## src/rtl/serial_subtractor.sv

```systemverilog
// Bit-serial subtractor: A - B - Bin, LSB first, one bit per clock through a single cell.
// Defining SERIAL_SUB_OVF_EN adds a registered two's-complement Overflow output.
module serial_subtractor #(
    parameter int WIDTH = 8
) (
    input  logic             clk,
    input  logic             rst_n,
    input  logic             start,
    input  logic [WIDTH-1:0] A,
    input  logic [WIDTH-1:0] B,
    input  logic             Bin,
    output logic             busy,
    output logic             done,
    output logic [WIDTH-1:0] Diff,
    output logic             Borrow
`ifdef SERIAL_SUB_OVF_EN
    ,
    output logic             Overflow
`endif
);

    localparam int CW = $clog2(WIDTH);
    localparam logic [CW-1:0] LAST = CW'(WIDTH - 1);

    typedef enum logic [1:0] {
        IDLE  = 2'd0,
        SHIFT = 2'd1,
        DONE  = 2'd2
    } state_t;

    // Full-subtractor cell, returns {borrow_out, difference_bit}.
    function automatic logic [1:0] sub_cell(input logic a, input logic b, input logic br);
        sub_cell = {(~a & b) | (br & ~(a ^ b)), a ^ b ^ br};
    endfunction

    state_t           state_q;
    logic [WIDTH-1:0] a_q;
    logic [WIDTH-1:0] b_q;
    logic [WIDTH-2:0] res_q;
    logic             br_q;
    logic [CW-1:0]    cnt_q;
    logic             busy_q;
    logic             done_q;
    logic [WIDTH-1:0] diff_q;
    logic             borrow_q;
`ifdef SERIAL_SUB_OVF_EN
    logic             ovf_q;
`endif

    logic             bit_d;
    logic             br_d;
    logic [WIDTH-1:0] diff_d;
    logic [WIDTH-2:0] res_d;

    // The result register holds WIDTH-1 bits; the final bit is merged in on completion.
    always_comb begin
        {br_d, bit_d} = sub_cell(a_q[0], b_q[0], br_q);
        diff_d        = {bit_d, res_q};
        res_d         = diff_d[WIDTH-1:1];
    end

    always_ff @(posedge clk or negedge rst_n) begin
        if (!rst_n) begin
            state_q  <= IDLE;
            a_q      <= '0;
            b_q      <= '0;
            res_q    <= '0;
            br_q     <= 1'b0;
            cnt_q    <= '0;
            busy_q   <= 1'b0;
            done_q   <= 1'b0;
            diff_q   <= '0;
            borrow_q <= 1'b0;
`ifdef SERIAL_SUB_OVF_EN
            ovf_q    <= 1'b0;
`endif
        end else begin
            case (state_q)
                IDLE, DONE: begin
                    done_q <= 1'b0;
                    if (start) begin
                        a_q     <= A;
                        b_q     <= B;
                        br_q    <= Bin;
                        res_q   <= '0;
                        cnt_q   <= '0;
                        busy_q  <= 1'b1;
                        state_q <= SHIFT;
                    end else begin
                        busy_q  <= 1'b0;
                        state_q <= IDLE;
                    end
                end
                SHIFT: begin
                    a_q   <= a_q >> 1;
                    b_q   <= b_q >> 1;
                    res_q <= res_d;
                    br_q  <= br_d;
                    cnt_q <= cnt_q + CW'(1);
                    if (cnt_q == LAST) begin
                        diff_q   <= diff_d;
                        borrow_q <= br_d;
`ifdef SERIAL_SUB_OVF_EN
                        // Borrow into the MSB differs from borrow out of it.
                        ovf_q    <= br_q ^ br_d;
`endif
                        busy_q   <= 1'b0;
                        done_q   <= 1'b1;
                        state_q  <= DONE;
                    end
                end
                default: begin
                    busy_q  <= 1'b0;
                    done_q  <= 1'b0;
                    state_q <= IDLE;
                end
            endcase
        end
    end

    assign busy   = busy_q;
    assign done   = done_q;
    assign Diff   = diff_q;
    assign Borrow = borrow_q;
`ifdef SERIAL_SUB_OVF_EN
    assign Overflow = ovf_q;
`endif

endmodule
```

## config.mk

```make
export PLATFORM = sky130hd
export DESIGN_NAME = serial_subtractor
export DESIGN_NICKNAME = d
export VERILOG_FILES = /design/src/rtl/serial_subtractor.sv
export SDC_FILE = /design/constraint.sdc
export NUM_CORES = 1
export LEC_CHECK = 0
export BUFFER_PORTS_ARGS = -buffer_cell sky130_fd_sc_hd__buf_2
export CORE_UTILIZATION = 56
export DETAILED_ROUTE_END_ITERATION = 10
export PLACE_DENSITY = 0.79
export SYNTH_ARGS = -nofsm -noshare
export SYNTH_HDL_FRONTEND = slang
export SYNTH_SLANG_ARGS = --single-unit
```

## constraint.sdc

```tcl
create_clock -name clk -period 1.9 [get_ports clk]
set_input_delay 0.19 -clock clk [delete_from_list [all_inputs] [get_ports clk]]
set_output_delay 0.19 -clock clk [all_outputs]
set_load 0.005 [all_outputs]
```

-- After elaboration in Yosys (flattened, before gate mapping)
Cells that the tools add are included.
- $add $sub $neg: 1
- divide/modulo/power cells: 0
- multipliers: 0
- eq/ne operators: 5
- muxes and demuxes: 18
- shift-type cells: 0
- bitwise logic cells: 7
- reduce and logical (&&, ||, !) cells: 5
- magnitude comparators: 0
- operators with widths (operator ; count):
    $pmux 8 s2 ; 2
    $mux 8 ; 2
    $pmux 7 s2 ; 1
    $mux 7 ; 1
    $mux 1 ; 6
    $pmux 3 s2 ; 1
    $ne 2x2->1 const B ; 2
    $pmux 1 s2 ; 2
    $pmux 2 s2 ; 1
    $reduce_and 2->1 ; 2
    $add 3x1->3 const B ; 1
    $eq 3x3->1 const B ; 1
    $mux 3 ; 1
    $and 1x1->1 ; 2
    $eq 2x1->1 const B ; 1
    $eq 2x2->1 const B ; 1
    $logic_not 2->1 ; 1
    $mux 2 ; 1
    $not 1->1 ; 2
    $reduce_bool 2->1 ; 1
    $reduce_or 2->1 ; 1
    $xor 1x1->1 ; 2
    $or 1x1->1 ; 1
- memory bits (writable): 0
- bits in latches: 0
- memories kept: 0
- bits of input ports: 20
- flip-flop bits (word level): 40
- ROM bits: 0

-- Depth between registers and ports, before layout
- depth after elaboration: 5
- mapped depth: 6
- mapped depth without buffers: 5

-- Worst setup path after synthesis
No wires, ideal clock.
- path kind: reg-to-reg
- from: reg a_q[0]
- to: reg res_q[6]
- path buffers: 0
- cell stages (with the launch flop): 4
- setup slack: 0.439 ns
- clock period less this slack: 1.461 ns
- arrival time: 1.340 ns
- data required time: 1.779 ns
- path through: dfrtp_1 fa_1 mux2_2 a22o_1
- cells in the longest elaborated chain, start to end: 3
- RTL lines (item ; RTL line ; RTL):
    start, declared ; 37 ; logic [WIDTH-1:0] a_q;
    start signal, assigned ; 95 ; a_q <= a_q >> 1;
    $xor 1x1->1 (2 in series) ; 33 ; sub_cell = {(~a & b) | (br & ~(a ^ b)), a ^ b ^ br};
    named net bit_d ; 50 ; logic bit_d;
    $pmux 7 s2 ; 78 ; case (state_q)
    end signal, assigned ; 97 ; res_q <= res_d;
    end, declared ; 39 ; logic [WIDTH-2:0] res_q;
The timed path passes the listed nets, and every way through them passes these cells.
A chain may end at the register's enable or synchronous reset.

-- Worst setup path after layout
Same ends and word-level chain as after synthesis.

==> results.txt <==
Avg Inst Size Synth = 12.4 sq um
Unique cell type count in the Yosys netlist = 26
TritonCTS clock tree = done
Layout area overhead = 13.4%
First drt pass iteration count = 4
Fmax = 640 MHz
#FFs+latches synth = 39
Top cells by area, synth = dfrtp_1 50%, mux2i_1 8.2%, mux2_4 6.1%
Hold buffers post-CTS = 1
First-pass GRT wire length = 5.85 mm
Setup CP Type = reg2reg
Final core utilization = 0.664
ANT nets after route = 0
Syn Inst Count = 158
Post-synthesis sequential area ratio = 0.500
Fraction of layout cells with a size suffix above 1 = 0.321
DP HPWL = 2.46 mm
Die width = 61.1 um
Worst min-delay path class = in2reg
Resized cells post-CTS = 0
Post-place setup slack = 0.356 ns
Setup violations, final = 0
Total gr overflow = 0
Worst skew pair latency = 0.35 ns
Switching pwr = 1180 uW
DRC violations left = 0
Num CTS Buffers = 5
Initial antenna violation count = 0
Largest net degree at the start of global routing = 40
Int Pwr = 2370 uW
Minimum clock period = 1.56 ns
Vias in the first global route = 1296
Clock group share of total power = 0.196
Post-Syn Area = 1950 sq um
Period utilisation layout = 0.823
Die height = 61.1 um
Filler instances = 288
Final clock skew = 0.00736 ns
CTS max path bufs = 2
Via density = 5.57
CP Data Required Time = 2.16 ns
GRT Total Usage = 0.221
Static Leakage = 0.00104 uW
Max-cap violations = 0
Reg clk slew, reported paths = 0.12 ns
Io pins = 31
CP endpoint kind = flip-flop
Fin cells = 236
CP max FO = 3
Status = finished clean
H-tree depth = 2
Crit path launch type = flip-flop
Initial DRC Count = 49
Row count = 21
Fin nets = 212
N_diodes = 0
VDD IR max = 0.611 mV
Power per cell area = 1600 nW/um^2
RSZ-0062 raised after global routing = no
Final Hold Vio Count = 0
Logic pwr share = 0.382
Die area = 3730 sq um
Fin Setup TNS = 0 ns
Gp weighted congestion = 0.729
Core Region = 3340 sq um
Post-Route WL = 3.53 mm
Placed insts = 227
Setup bufs post-CTS = 0
Seq pwr share = 0.422
Vias = 1314
Syn_nets = 181
Leading area contributor after synthesis = dfrtp_1
Worst setup margin = 0.337 ns
CTS sink cnt = 39
Pins Over Slew Limit = 0
Actual slew at the worst max-slew pin = 0.491 ns
YS warnings = 0
Starting Density = 0.585
CP arrival = 1.82 ns
Clk Tree Root Cell = clkbuf_4
Slew margin rel. = 0.673
Synth top area share = 0.500
# port buffers = 30
Sw frac = 0.332
Wirelength per Cell = 15.0 um
final cells by class:
| class | instances | area (sq um) | share of cell area |
|---|---|---|---|
| Clock inverter | 3 | 67.6 | 0.0305 |
| Sequential cell | 39 | 976 | 0.441 |
| Tap cell | 46 | 57.6 | 0.0260 |
| Clock buffer | 5 | 37.5 | 0.0169 |
| Timing Repair Buffer | 37 | 205 | 0.0927 |
| Multi-Input combinational cell | 102 | 856 | 0.386 |
| Inverter | 4 | 15.0 | 0.00678 |
worst paths after layout:
| check | endpoint | slack [ns] | cells after the start | startpoint |
|---|---|---|---|---|
| worst max register to register | res_q[6] | 0.34 | 3 | a_q[0] |
| worst min-delay path | a_q[6] | 0.10 | 3 | A[6] |
| min in group asynchronous | a_q[5] | 0.40 | 3 | rst_n |
| worst max-delay path | res_q[6] | 0.34 | 3 | a_q[0] |
| worst min register to register | Diff[3] | 0.52 | 1 | Diff[3] |
| max in group asynchronous | b_q[5] | 1.16 | 3 | rst_n |
sequential cells by signal (all words and copies together) (netlist names):
name	count
Borrow	1
Diff	8
a_q	8
b_q	8
br_q	1
busy	1
cnt_q	3
done	1
res_q	7
state_q	1
cells in the final DEF, fill, tap and decap left out:
cell type and count:
inv_1 4, clkbuf_4 5, dlygate4sd3_1 1, buf_4 6
nand3_1 2, nor2b_1 16, and2b_1 1, mux2_4 8
buf_2 30, a21o_1 1, nor2_4 1, nand3b_4 1
ha_1 2, nor2_1 2, dfrtp_1 39, mux2_2 6
mux2i_1 16, fa_1 1, a211oi_1 15, a31o_2 1
bufinv_16 2, a21oi_1 16, clkinvlp_4 1, o21ai_0 3
nand2_1 1, a22o_1 9
power by group through the flow:
stage / Sequential, uW / Clock, uW / Combinational [uW]
6_report: 1500 / 695 / 1360
4_1_cts: 1500 / 708 / 1370
3_5_place_dp: 1510 / 0 / 1370
2_1_floorplan: 1420 / 0 / 1110
5_1_grt: 1550 / 733 / 1510
3_3_place_gp: 1480 / 0 / 1280
kinds of logic after synthesis:
kind of cell,Yosys count,synth area share
multiplexers,30,0.178
buffers and inverters,17,0.0621
AO/OA/AOI/OAI,45,0.155
flip-flops,39,0.500
AND/OR/NAND/NOR,24,0.0820
adder cells (fa/ha/maj),3,0.0231
synth_stat cells (all sizes together):
| library cell | count |
|---|---|
| a211oi | 15 |
| a21o | 1 |
| a21oi | 16 |
| a22o | 9 |
| a31o | 1 |
| and2b | 1 |
| buf | 12 |
| clkbuf | 1 |
| dfrtp | 39 |
| fa | 1 |
| ha | 2 |
| inv | 4 |
| mux2 | 14 |
| mux2i | 16 |
| nand2 | 1 |
| nand3 | 2 |
| nand3b | 1 |
| nor2 | 3 |
| nor2b | 16 |
| o21ai | 3 |
per-layer routing:
metal / wire length [um] / GRT usage
met1: 1500 / 0.259
met5: 0 / 0
met2: 1830 / 0.382
met4: 75 / 0.0974
met3: 127 / 0.0567
stage by stage:
step           total power (uW)  cell area (sq um)  hold slack (ns)
3_3_place_gp               2750               2100            0.268
4_1_cts                    3580               2210           0.0879
2_1_floorplan              2530               1950           -0.106
6_report                   3550               2210            0.104
5_1_grt                    3790               2210            0.113
3_5_place_dp               2880               2100            0.270
worst max-delay path, cell delays in order, from the launching register on:
cell and delay [ns]:
dfrtp_1 0.44, fa_1 0.51, mux2_2 0.28, a22o_1 0.23
Power figures use the tool's default switching activity.
